===== config.mk =====
export PLATFORM = sky130hd
export DESIGN_NAME = sorted_vector_streamer
export DESIGN_NICKNAME = d
export VERILOG_FILES = /design/src/rtl/sorted_vector_streamer.sv
export SDC_FILE = /design/constraint.sdc
export NUM_CORES = 1
export LEC_CHECK = 0
export CAP_MARGIN = 10
export CORE_MARGIN = 2
export CORE_UTILIZATION = 40
export CTS_CLUSTER_DIAMETER = 120
export DETAILED_ROUTE_END_ITERATION = 10
export DONT_BUFFER_PORTS = 1
export HOLD_SLACK_MARGIN = 0.02
export PLACE_DENSITY = 0.62
export SLEW_MARGIN = 20
export SYNTH_ARGS = -nofsm -noshare
export SYNTH_HDL_FRONTEND = slang
export SYNTH_SLANG_ARGS = --single-unit

===== constraint.sdc =====
create_clock -name clk -period 10.1 [get_ports clk]
set_clock_uncertainty 0.05 [all_clocks]
set_input_delay 2.02 -clock clk [delete_from_list [all_inputs] [get_ports clk]]
set_output_delay 2.02 -clock clk [all_outputs]
set_load 0.01 [all_outputs]

===== src/rtl/sorted_vector_streamer.sv =====
`default_nettype none
// +----------------------------------------------------------------------------+
// | Module : sorted_vector_streamer                                            |
// | Brief  : Absorbs a one-cycle sorted vector into a 2-slot ping-pong buffer  |
// |          and streams its elements one per valid/ready handshake.           |
// | Rev    : 1.0                                                               |
// +----------------------------------------------------------------------------+
module sorted_vector_streamer #(
    parameter int LOG_INPUT  = 4,
    parameter int DATA_WIDTH = 8,
    parameter bit REVERSE    = 1'b0
) (
    input  logic                                  clk,
    input  logic                                  rst,
    input  logic                                  x_valid,
    input  logic [DATA_WIDTH*(2**LOG_INPUT)-1:0]  x,
    output logic                                  m_valid,
    input  logic                                  m_ready,
    output logic [DATA_WIDTH-1:0]                 m_data,
    output logic                                  m_last,
    output logic [LOG_INPUT-1:0]                  m_index,
    output logic                                  overflow,
    input  logic                                  ovf_clr,
    output logic                                  busy
);

    localparam int                   c_n        = 2**LOG_INPUT;
    localparam logic [LOG_INPUT-1:0] c_last_idx = {LOG_INPUT{1'b1}};

    logic [DATA_WIDTH*c_n-1:0] r_slot0;
    logic [DATA_WIDTH*c_n-1:0] r_slot1;
    logic                      r_wr_sel;
    logic                      r_rd_sel;
    logic [1:0]                r_count;
    logic [LOG_INPUT-1:0]      r_idx;
    logic                      r_overflow;

    logic                      w_fire;
    logic                      w_drain;
    logic                      w_accept;
    logic [1:0]                w_count_nxt;
    logic [DATA_WIDTH*c_n-1:0] w_rd_vec;
    logic [LOG_INPUT-1:0]      w_elem_sel;
    logic [DATA_WIDTH-1:0]     w_elems [c_n];

    assign m_valid  = (r_count != 2'd0);
    assign w_fire   = m_valid & m_ready;
    assign w_drain  = w_fire & (r_idx == c_last_idx);
    // A full buffer can still take a vector if a slot frees on this very edge.
    assign w_accept = x_valid & ((r_count != 2'd2) | w_drain);

    always_comb begin
        w_count_nxt = r_count;
        if (w_accept && !w_drain) begin
            w_count_nxt = r_count + 2'd1;
        end else if (w_drain && !w_accept) begin
            w_count_nxt = r_count - 2'd1;
        end
    end

    always_ff @(posedge clk or negedge rst) begin
        if (!rst) begin
            r_count    <= 2'd0;
            r_wr_sel   <= 1'b0;
            r_rd_sel   <= 1'b0;
            r_idx      <= '0;
            r_overflow <= 1'b0;
        end else begin
            r_count <= w_count_nxt;
            if (w_accept) begin
                r_wr_sel <= ~r_wr_sel;
            end
            if (w_drain) begin
                r_idx    <= '0;
                r_rd_sel <= ~r_rd_sel;
            end else if (w_fire) begin
                r_idx <= r_idx + 1'b1;
            end
            if (x_valid && !w_accept) begin
                r_overflow <= 1'b1;
            end else if (ovf_clr) begin
                r_overflow <= 1'b0;
            end
        end
    end

    // Slot payload needs no reset; occupancy is tracked by r_count.
    always_ff @(posedge clk) begin
        if (w_accept && !r_wr_sel) begin
            r_slot0 <= x;
        end
        if (w_accept && r_wr_sel) begin
            r_slot1 <= x;
        end
    end

    assign w_rd_vec = r_rd_sel ? r_slot1 : r_slot0;

    generate
        for (genvar k = 0; k < c_n; k++) begin : g_split
            assign w_elems[k] = w_rd_vec[k*DATA_WIDTH +: DATA_WIDTH];
        end
        if (REVERSE) begin : g_rev
            assign w_elem_sel = c_last_idx - r_idx;
        end else begin : g_fwd
            assign w_elem_sel = r_idx;
        end
    endgenerate

    assign m_data   = m_valid ? w_elems[w_elem_sel] : '0;
    assign m_index  = r_idx;
    assign m_last   = m_valid & (r_idx == c_last_idx);
    assign overflow = r_overflow;
    assign busy     = m_valid;

endmodule
`default_nettype wire


# ---- Yosys cells after proc, flatten, opt, wreduce, memory -nomap -nowiden
# Index checks and enable logic that the tools add are counted.
dict set report op_classes {
  eq_ne 2
  order_cmp 1
  n_reduce_logical 12
  add_sub_neg 3
  bitwise_logic 8
  n_mux 11
}
# op n
set ops {}
lappend ops {{$mux W128} 1}
lappend ops {{$bmux W8 S4} 1}
lappend ops {{$mux W8} 3}
lappend ops {{$mux W4} 2}
lappend ops {{$reduce_bool A2 Y1} 4}
lappend ops {{$ge A5 B5 Y1 const B} 1}
lappend ops {{$logic_and A1 B1 Y1} 5}
lappend ops {{$not A4 Y5} 1}
lappend ops {{$add A4 B1 Y4 const B} 1}
lappend ops {{$and A1 B1 Y1} 4}
lappend ops {{$eq A4 B4 Y1 const B} 1}
lappend ops {{$mux W2} 2}
lappend ops {{$logic_not A1 Y1} 3}
lappend ops {{$add A2 B1 Y2 const B} 1}
lappend ops {{$mux W1} 2}
lappend ops {{$ne A2 B2 Y1 const B} 1}
lappend ops {{$not A1 Y1} 2}
lappend ops {{$sub A2 B1 Y2 const B} 1}
lappend ops {{$or A1 B1 Y1} 1}
dict set report word_totals {
  regBits 265
  out_inout_bits 16
  in_bits 133
  wordCells 44
}

# ---- Depth between registers and ports, before layout
# Gate-level depths: netlist of the first run.
dict set report depth {
  depth_word 9
  ltp_mapped 9
  mapped_depth_nobuf 9
}

# ---- Least setup slack after synthesis of the first run
# No wires, ideal clock.
dict set report synth_path {
  kind {in2reg}
  from {input port m_ready}
  to {register r_slot0[0], enable pin}
  t_required_ns 9.433
  setup_ns 0.617
  n_path_buf 0
  path_stages 4
  arrival_time_ns 7.659
  slack_ns 1.774
  cell_sequence {nand4_1 nand3b_1 nand2_1 nor2_1}
}
dict set report synth_via {
  elab_chain_cells 5
}
# item line_no
set synth_lines {}
lappend synth_lines {{start: declaration} 18} ;# input logic m_ready,
lappend synth_lines {{$and A1 B1 Y1} 47} ;# assign w_fire = m_valid & m_ready;
lappend synth_lines {{$and A1 B1 Y1} 48} ;# assign w_drain = w_fire & (r_idx == c_last_idx);
lappend synth_lines {{$or A1 B1 Y1} 50} ;# assign w_accept = x_valid & ((r_count != 2'd2) | w_drain);
lappend synth_lines {{$and A1 B1 Y1} 50}
lappend synth_lines {{$logic_and A1 B1 Y1} 89} ;# if (w_accept && !r_wr_sel) begin
lappend synth_lines {{end signal: assignment} 90} ;# r_slot0 <= x;
lappend synth_lines {{end: declaration} 30} ;# logic [DATA_WIDTH*c_n-1:0] r_slot0;
# No other way between the ends.
# A chain may end at the register's enable or synchronous reset.

# ---- Worst setup path after layout of the first run
dict set report layout_path {
  from {register r_rd_sel}
  to {output port m_data[7]}
}
dict set report layout_via {
  elab_chain_cells 5
}
# item line_no
set layout_lines {}
lappend layout_lines {{start: declaration} 33} ;# logic r_rd_sel;
lappend layout_lines {{start signal: assignment} 75} ;# r_rd_sel <= ~r_rd_sel;
lappend layout_lines {{$mux W128} 97} ;# assign w_rd_vec = r_rd_sel ? r_slot1 : r_slot0;
lappend layout_lines {{$bmux W8 S4} 110} ;# assign m_data = m_valid ? w_elems[w_elem_sel] : '0;
lappend layout_lines {{$mux W8 (implied by the code) (2 in a row)} 110}
lappend layout_lines {{$mux W8} 110}
lappend layout_lines {{end: declaration} 19} ;# output logic [DATA_WIDTH-1:0] m_data,
# No other way between the ends. The select of a mux whose other input is x is not followed.

==> results of run 1 <==
==> cell families after synthesis <==
family                   after synthesis  share of synthesized area (%)
XOR/XNOR                               6                          0.515
AO/OA/AOI/OAI                         42                           3.04
multiplexers                          88                           15.8
AND/OR/NAND/NOR                       27                           1.28
flip-flops                           265                           77.5
adder cells (fa/ha/maj)                2                          0.245
buffers and inverters                 30                           1.62
==> final timing paths <==
check | start | endpoint | slack (ns) | depth (start not counted)
worst min-delay path | r_count[1] | r_count[1] | 0.48 | 1
min in group asynchronous | rst | m_index[2] | 1.13 | 0
worst max register to register | m_index[1] | r_slot1[70] | 6.05 | 5
worst min register to register | r_count[1] | r_count[1] | 0.48 | 1
worst max-delay path | r_rd_sel | m_data[7] | 4.75 | 5
max in group asynchronous | rst | r_rd_sel | 8.79 | 0
==> Yosys cell counts <==
master / count
o2111ai_1: 1
a221o_1: 7
clkbuf_1: 5
nand3_1: 2
buf_4: 7
edfxtp_1: 256
o21a_1: 1
dfrtp_1: 9
inv_2: 1
mux2_2: 1
nor2b_1: 3
buf_1: 2
ha_1: 2
nand2_1: 8
o21ai_1: 5
nand3b_1: 1
a21oi_1: 1
mux2i_1: 29
inv_1: 4
a221oi_1: 6
nand4_1: 3
buf_2: 9
a31o_2: 1
and2_1: 2
buf_6: 2
xor2_1: 2
xnor2_1: 4
a21o_1: 1
a211oi_1: 2
a22oi_1: 6
nor2_1: 7
o22ai_1: 1
o21ai_0: 3
and3_1: 1
mux4_2: 58
a31oi_1: 7
==> sequential cells by signal, summed over array words and instances, names as in the netlist <==
register / count
r_slot0: 128
r_slot1: 128
m_index: 4
r_count: 2
overflow: 1
r_rd_sel: 1
r_wr_sel: 1
==> layer usage <==
layer | part of all wire [%] | wire, um | vias up | GRT usage, %
met5 | 0 | 0 | - | 0
met4 | 2.1 | 425 | 0 | 4.43
met3 | 12 | 2430 | 33 | 7.35
met2 | 49 | 9950 | 155 | 24.9
met1 | 37 | 7390 | 2316 | 18.1
li1 | - | - | 1977 | -
==> cell type report <==
cell class              instances  area [um2]
clock buffers                  35         758
multi-input cells             165        2140
clock inverters                17         173
flip-flops and latches        265        7920
repair buffers                  5        37.5
inverters                       5        18.8
fillers                      2156       13600
well taps                     330         413
==> worst reg2reg max path, cell delays in order (launching register included) <==
cell,delay (ns)
dfrtp_4,1.11
ha_1,0.42
nand4_1,0.12
nand3b_1,0.21
and3_4,0.80
buf_4,0.89
==> stage by stage <==
step / cells / hold WS (ns) / cell area (um2) / setup slack (ns)
2_1_floorplan: 460 / 0.411 / 10200 / 1.77
3_3_place_gp: 770 / 0.450 / 10500 / 5.20
3_5_place_dp: 770 / 0.461 / 10500 / 5.16
4_1_cts: 822 / 0.473 / 11500 / 4.58
5_1_grt: 822 / 0.507 / 11500 / 4.49
6_report: 822 / 0.481 / 11500 / 4.75
==> power groups by stage <==
stage / registers [uW] / clock network [uW] / logic [uW]
after floorplan: 1620 / 0 / 788
final: 1710 / 1010 / 888
after global routing: 1740 / 1080 / 969
after CTS: 1720 / 1040 / 915
after global placement: 1720 / 0 / 899
after detailed placement: 1740 / 0 / 914
==> results.sh, run 1 <==
export IMPL_postSynthCellCount=460
export IMPL_cpPeakStageDelay_ns=0.83
export IMPL_ys_ff_latch=265
export IMPL_grt_pass1_vias=4992
export IMPL_finalMaxSlewViolations=0
export IMPL_ctsResizeCount=0
export IMPL_fp_dieW_um=164
export IMPL_grt_max_degree=71
export IMPL_rsz0062_at_grt="false"
export IMPL_cp_required_ns=8.03
export IMPL_overflow=0
export IMPL_pwr_share_comb_pct=24.6
export IMPL_p_seq_share_pct=47.3
export IMPL_drtIter0Drc=355
export IMPL_cpMostUsedCell="mux4_2"
export IMPL_start_kind="register"
export IMPL_worstPathArrival_ns=3.28
export IMPL_holdCritPathClass="register to register"
export IMPL_synth_top_area_cell="edfxtp_1"
export IMPL_final_common_cell="edfxtp_1"
export IMPL_final_nets=605
export IMPL_clockPowerShare_pct=28.0
export IMPL_status="completed"
export IMPL_synth_nets=595
export IMPL_drc_errors=0
export IMPL_cts_buffers=28
export IMPL_p_leak_uw=0.00367
export IMPL_start_util_pct=40.6
export IMPL_finalCritPeriodShare_pct=53.0
export IMPL_final_cell_mix="256 x edfxtp_1, 58 x mux4_2, 29 x mux2i_1, 29 x clkbuf_16, 8 x nand2_1"
export IMPL_synth_area_leaders="edfxtp_1 75%, mux4_2 13%, mux2i_1 2.8%"
export IMPL_fmax_mhz=187
export IMPL_max_slew_margin_pct=31.2
export IMPL_ir_drop_mv=0.196
export IMPL_gp_congestion=0.722
export IMPL_cts_path_max_buffers=3
export IMPL_drt_pass1_iterations=5
export IMPL_hold_buffers=0
export IMPL_period_minus_slack_ns=5.35
export IMPL_antenna_found_initial=0
export IMPL_critical_path_class="register to output pin"
export IMPL_synthesis_area_per_instance_um2=22.2
export IMPL_swShare_pct=29.8
export IMPL_htreeDepth=1
export IMPL_root_buffer="clkbuf_16"
export IMPL_hold_viol=0
export IMPL_synth_cell_type_count=36
export IMPL_antenna_cells=0
export IMPL_drtAntennaViolNets=0
export IMPL_switching_power_uw=1070
export IMPL_wl_mm=20.2
export IMPL_worstPathMaxFanout=32
export IMPL_final_util_pct=45.6
export IMPL_synth_seq_area_share_pct=77.5
export IMPL_grtUsageTotal_pct=15.3
export IMPL_core_area_um2=25100
export IMPL_setup_tns_ns=0
export IMPL_die_area_um2=26800
export IMPL_synth_area_um2=10200
export IMPL_p_total_uw=3600
export IMPL_grt_pass1_wl_mm=30.0
export IMPL_vias=4481
export IMPL_insertion_delay_ns=0.53
export IMPL_drv_cap=0
export IMPL_num_io_pins=149
export IMPL_drive_gt1_share_pct=23.6
export IMPL_crit_family="multiplexers"
export IMPL_critPathBufInv=1
export IMPL_yosysWarnings=0
export IMPL_tightestPinTransition_ns=1.03
export IMPL_hpwl_mm=13.4
export IMPL_cts_tree="yes"
export IMPL_clkTransAtPathRegs_ns=0.06
export IMPL_setup_violations=0
export IMPL_cts_setup_buffers=0
export IMPL_path_cells="buf_4 -> mux4_2 -> mux4_2 -> nor2_1 -> a211oi_1"
export IMPL_vias_per_cell=5.45
export IMPL_p_int_uw=2530
export IMPL_slowest_stage="dfrtp_4"
export IMPL_area_delta_synth_final_pct=12.3
export IMPL_cp_end_kind="output pin"
export IMPL_netlist_area_leader_share_pct=75.3
export IMPL_post_drt_wl_per_cell_um=24.6
export IMPL_placement_io_buffers=0
export IMPL_die_height_um=164
export IMPL_cts_sink_count=265
export IMPL_p_per_area_nw_per_um2=314
export IMPL_fp_row_count=58
Note: power is estimated with default switching activity, not from simulation.
==> inputs of run 2 (changes only) <==
--- a/config.mk
+++ b/config.mk
@@ -12,7 +12,7 @@
 export DETAILED_ROUTE_END_ITERATION = 10
 export DONT_BUFFER_PORTS = 1
 export HOLD_SLACK_MARGIN = 0.02
-export PLACE_DENSITY = 0.62
+export PLACE_DENSITY = 0.64
 export SLEW_MARGIN = 20
 export SYNTH_ARGS = -nofsm -noshare
 export SYNTH_HDL_FRONTEND = slang
==> constraint.sdc (replaced) <==
create_clock -name clk -period 4.9 [get_ports clk]
set_clock_uncertainty 0.05 [all_clocks]
set_input_delay 0.98 -clock clk [delete_from_list [all_inputs] [get_ports clk]]
set_output_delay 0.98 -clock clk [all_outputs]
set_load 0.01 [all_outputs]
==> results.sh, run 2 (synthesis results as in run 1) <==
export IMPL_root_buffer="clkbuf_16"
export IMPL_final_common_cell="edfxtp_1"
export IMPL_placement_io_buffers=0
export IMPL_status="completed"
export IMPL_area_delta_synth_final_pct=12.7
export IMPL_fp_dieW_um=164
export IMPL_ff_latch_area_um2=7920
export IMPL_post_drt_wl_per_cell_um=24.5
export IMPL_max_slew_margin_pct=31.3
export IMPL_drc_errors=0
export IMPL_wl_mm=20.2
export IMPL_start_kind="register"
export IMPL_p_per_area_nw_per_um2=651
export IMPL_period_minus_slack_ns=3.98
export IMPL_final_cell_mix="256 x edfxtp_1, 58 x mux4_2, 29 x mux2i_1, 29 x clkbuf_16, 8 x nand2_1"
export IMPL_p_total_uw=7490
export IMPL_p_leak_uw=0.00368
export IMPL_vias=4469
export IMPL_grt_max_degree=129
export IMPL_grt_pass1_vias=4994
export IMPL_ctsResizeCount=0
export IMPL_critical_path_class="register to output pin"
export IMPL_grt_pass1_wl_mm=30.1
export IMPL_worstPathArrival_ns=2.95
export IMPL_overflow=0
export IMPL_setup_tns_ns=0
export IMPL_cts_sink_count=265
export IMPL_holdCritPathClass="input port to async pin"
export IMPL_die_height_um=164
export IMPL_start_util_pct=40.6
export IMPL_tightestPinTransition_ns=1.03
export IMPL_final_nets=606
export IMPL_num_fill_cells=2140
export IMPL_drtAntennaViolNets=0
export IMPL_grtUsageTotal_pct=15.2
export IMPL_finalMaxSlewViolations=0
export IMPL_cts_path_max_buffers=3
export IMPL_setup_violations=0
export IMPL_rsz0062_at_grt="false"
export IMPL_cts_tree="yes"
export IMPL_core_area_um2=25100
export IMPL_num_io_pins=149
export IMPL_fp_row_count=58
export IMPL_clkTransAtPathRegs_ns=0.06
export IMPL_cts_setup_buffers=0
export IMPL_cp_end_kind="output pin"
export IMPL_cts_buffers=28
export IMPL_cp_required_ns=3.87
export IMPL_insertion_delay_ns=0.53
export IMPL_hold_buffers=0
export IMPL_htreeDepth=1
export IMPL_antenna_cells=0
export IMPL_final_util_pct=45.8
export IMPL_multi_input_area_um2=2140
export IMPL_hpwl_mm=13.1
export IMPL_drtIter0Drc=278
export IMPL_vias_per_cell=5.43
export IMPL_gp_congestion=0.726
export IMPL_die_area_um2=26800
export IMPL_hold_viol=0
export IMPL_antenna_found_initial=0
export IMPL_finalCritPeriodShare_pct=81.2
export IMPL_drt_pass1_iterations=4
export IMPL_worstPathMaxFanout=64
export IMPL_fmax_mhz=251
export IMPL_ir_drop_mv=0.438
export IMPL_drv_cap=0
export IMPL_drive_gt1_share_pct=22.7
==> run 2: cell types whose count changed in the layout (fill, tap and decap cells not counted) <==
cell        previous run  this run
dfrtp_2                1         0
clkbuf_8               1         0
clkinv_1               2         6
buf_12                 0         2
bufinv_16              3         4
buf_4                  5         4
clkinv_2               7         3
inv_6                  1         2
clkinvlp_4             3         2
dfrtp_1                6         7
==> run 2: final timing paths <==
path                       startpoint      endpoint  slack [ns]  cells past startpoint
setup / recovery           m_index[1]     m_data[4]        0.92                      4
hold / removal                    rst      r_rd_sel        0.09                      0
setup reg to reg           m_index[1]   r_slot1[46]        1.66                      5
hold reg to reg            r_count[1]    r_count[1]        0.51                      1
max in group asynchronous         rst    m_index[1]        4.63                      0
min in group clk               x[115]  r_slot1[115]        0.49                      0
==> run 2: worst max-delay path, cell delays in order (launching register included) <==
cell and delay [ns]:
dfrtp_4 1.08, mux4_2 0.37, mux2i_1 0.13, a221o_1 0.40, a31oi_1 0.36
==> run 2: layout make-up <==
class,instances,share of cell area [%]
clock buffers,34,6.47
clock inverters,18,1.73
well taps,330,3.59
inverters,5,0.163
multi-input cells,165,18.6
repair buffers,6,0.609
flip-flops and latches,265,68.8
==> run 2: layer usage <==
| layer | up-vias | wire length, um | global-route usage [%] |
|---|---|---|---|
| li1 | 1968 | - | - |
| met1 | 2311 | 7530 | 17.7 |
| met2 | 164 | 10100 | 25.5 |
| met3 | 26 | 2310 | 7.12 |
| met4 | 0 | 289 | 3.59 |
| met5 | - | 0 | 0 |
==> run 2: report_power, final <==
part           leakage [uW]  internal [uW]  switching (uW)
combinational      0.000743            867             997
clock              0.000454           1290             826
sequential          0.00249           3110             398
==> run 2: stage by stage <==
stage               setup slack [ns]  area (um2)  instances  hold WS (ns)
floorplan                      0.142       10200        460         0.435
global placement                1.42       10600        771         0.454
detailed placement              1.41       10600        771         0.494
CTS                            0.827       11500        823        0.0598
global route                   0.711       11500        823        0.0549
finish                         0.922       11500        823        0.0891
==> inputs of run 3 (changes only) <==
--- a/config.mk
+++ b/config.mk
@@ -12,7 +12,7 @@
 export DETAILED_ROUTE_END_ITERATION = 10
 export DONT_BUFFER_PORTS = 1
 export HOLD_SLACK_MARGIN = 0.02
-export PLACE_DENSITY = 0.64
+export PLACE_DENSITY = 0.62
 export SLEW_MARGIN = 20
 export SYNTH_ARGS = -nofsm -noshare
 export SYNTH_HDL_FRONTEND = slang
==> constraint.sdc (replaced) <==
create_clock -name clk -period 3.8 [get_ports clk]
set_clock_uncertainty 0.05 [all_clocks]
set_input_delay 0.76 -clock clk [delete_from_list [all_inputs] [get_ports clk]]
set_output_delay 0.76 -clock clk [all_outputs]
set_load 0.01 [all_outputs]
==> results.sh, run 3 (synthesis results as in run 1) <==
export IMPL_hold_viol=0
export IMPL_final_common_cell="edfxtp_1"
export IMPL_fmax_mhz=278
export IMPL_grt_pass1_wl_mm=30.2
export IMPL_tightestPinTransition_ns=0.694
export IMPL_cts_path_max_buffers=3
export IMPL_status="completed"
export IMPL_r2r_setup_slack_ns=0.72
export IMPL_fp_dieW_um=164
export IMPL_final_util_pct=46.2
export IMPL_clkTransAtPathRegs_ns=0.06
export IMPL_whs_path_depth=0
export IMPL_cpPeakStageDelay_ns=0.62
export IMPL_reg2regPathDepth=7
export IMPL_cts_buffers=28
export IMPL_post_drt_wl_per_cell_um=24.5
export IMPL_critical_path_class="register to output pin"
export IMPL_period_minus_slack_ns=3.60
export IMPL_die_area_um2=26800
export IMPL_drive_gt1_share_pct=24.6
export IMPL_grt_pass1_vias=5036
export IMPL_critPathBufInv=2
export IMPL_crit_family="multiplexers"
export IMPL_grtUsageTotal_pct=15.3
export IMPL_timing_rr_end="r_slot0[107]"
export IMPL_swShare_pct=30.4
export IMPL_finalMaxSlewViolations=0
export IMPL_finalCritPeriodShare_pct=94.7
export IMPL_final_cells=839
export IMPL_wl_mm=20.6
export IMPL_worstPathMaxFanout=12
export IMPL_max_slew_margin_pct=53.7
export IMPL_ir_drop_mv=0.392
export IMPL_final_cell_mix="256 x edfxtp_1, 58 x mux4_2, 29 x mux2i_1, 28 x clkbuf_16, 18 x buf_4"
export IMPL_root_buffer="clkbuf_16"
export IMPL_drv_cap=0
export IMPL_whs_endpoint="r_slot1[87]"
export IMPL_drtIter0Drc=385
export IMPL_vias=4539
export IMPL_p_int_uw=6760
export IMPL_die_height_um=164
export IMPL_cpMostUsedCell="buf_4"
export IMPL_grt_max_degree=79
export IMPL_start_kind="register"
export IMPL_drt_pass1_iterations=4
export IMPL_min_from="x[87]"
export IMPL_placement_io_buffers=0
export IMPL_ctsResizeCount=0
export IMPL_antenna_found_initial=1
export IMPL_vias_per_cell=5.41
export IMPL_pwr_share_comb_pct=30.3
export IMPL_overflow=0
export IMPL_p_leak_uw=0.00374
export IMPL_cts_tree="yes"
export IMPL_cts_sink_count=265
export IMPL_clockPowerShare_pct=25.4
export IMPL_htreeDepth=1
export IMPL_rsz0062_at_grt="false"
export IMPL_switching_power_uw=2960
export IMPL_gp_congestion=0.736
export IMPL_p_per_area_nw_per_um2=836
export IMPL_drc_errors=0
export IMPL_num_io_pins=149
export IMPL_hpwl_mm=13.6
export IMPL_setup_tns_ns=0
export IMPL_setup_violations=0
export IMPL_regToRegStartpoint="m_index[1]"
export IMPL_holdCritPathClass="input port to register"
export IMPL_slowest_stage="dfrtp_4"
export IMPL_worstPathArrival_ns=2.79
export IMPL_fp_row_count=58
export IMPL_cp_end_kind="output pin"
export IMPL_drtAntennaViolNets=0
export IMPL_core_area_um2=25100
export IMPL_area_delta_synth_final_pct=13.8
export IMPL_place_inst=787
export IMPL_final_nets=625
export IMPL_start_util_pct=40.6
export IMPL_num_fill_cells=2138
export IMPL_p_seq_share_pct=44.3
export IMPL_path_cells="buf_4 -> mux4_2 -> mux2i_1 -> a221o_1 -> a31oi_1 -> buf_4"
export IMPL_insertion_delay_ns=0.55
export IMPL_cp_required_ns=2.99
[run 3: cell count changes in the layout (fill, tap and decap cells not counted)]
cell and change:
buf_12 +3, buf_16 +1, buf_4 +14, bufinv_16 -3
clkbuf_16 -1, clkinv_1 +1, clkinv_16 +1, clkinv_2 -1
clkinvlp_4 +1, diode_2 +1, dlygate4sd3_1 +1, inv_6 -2
[run 3: cell type report]
| type | instances | area (um2) | area share [%] |
|---|---|---|---|
| well taps | 330 | 413 | 3.56 |
| clock inverters | 15 | 128 | 1.10 |
| diodes | 1 | 2.50 | 0.0215 |
| clock buffers | 33 | 719 | 6.20 |
| inverters | 5 | 18.8 | 0.162 |
| repair buffers | 25 | 273 | 2.35 |
| flip-flops and latches | 265 | 7920 | 68.2 |
| multi-input cells | 165 | 2140 | 18.4 |
[run 3: through the flow]
step / hold slack [ns] / cell area (um2) / setup slack, ns / power [uW]
floorplan: 0.414 / 10200 / 0.278 / 6320
global placement: 0.415 / 10700 / 0.603 / 7210
detailed placement: 0.415 / 10700 / 0.599 / 7290
CTS: 0.226 / 11600 / 0.0185 / 9770
global route: 0.227 / 11600 / 0.0128 / 10200
finish: 0.247 / 11600 / 0.200 / 9710
[run 3: timing repair]
| item | CTS | global route |
|---|---|---|
| hold buffers | 1 | 0 |
| buffers inserted | 0 | 2 |
| setup endpoints to repair | 0 | 6 |
| hold endpoints to repair | 9 | 0 |
[run 3: power by group through the flow]
| stage | clock [uW] | sequential, uW | combinational (uW) |
|---|---|---|---|
| final | 2470 | 4300 | 2940 |
| after global routing | 2640 | 4370 | 3170 |
| after CTS | 2530 | 4390 | 2850 |
| after detailed placement | 0 | 4450 | 2840 |
| after global placement | 0 | 4400 | 2810 |
| after floorplan | 0 | 4220 | 2100 |
[run 3: layer usage]
| metal | vias up | global-route usage [%] | part of all wire (%) | wire (um) |
|---|---|---|---|---|
| met2 | 172 | 24.6 | 49 | 10100 |
| li1 | 2004 | - | - | - |
| met3 | 30 | 6.67 | 11 | 2300 |
| met4 | 0 | 4.19 | 2.0 | 420 |
| met1 | 2333 | 18.9 | 38 | 7720 |
| met5 | - | 0 | 0 | 0 |
[run 3: worst reg2reg max path: stages (launching register included)]
cell and delay (ns):
dfrtp_4 0.79, buf_12 0.30, ha_1 0.29, nand4_1 0.11
nand3b_1 0.22, nand2_1 0.18, nor2_4 0.14, buf_4 0.56
[run 3: worst max path at each step]
stage	start	endpoint	slack (ns)	depth (start not counted)
CTS	r_rd_sel	m_data[3]	0.02	5
global route	r_rd_sel	m_data[3]	0.01	6
floorplan	m_index[2]	r_slot0[0]	0.28	5
finish	r_rd_sel	m_data[4]	0.20	6
detailed placement	r_rd_sel	m_data[3]	0.60	5
global placement	r_rd_sel	m_data[3]	0.60	6
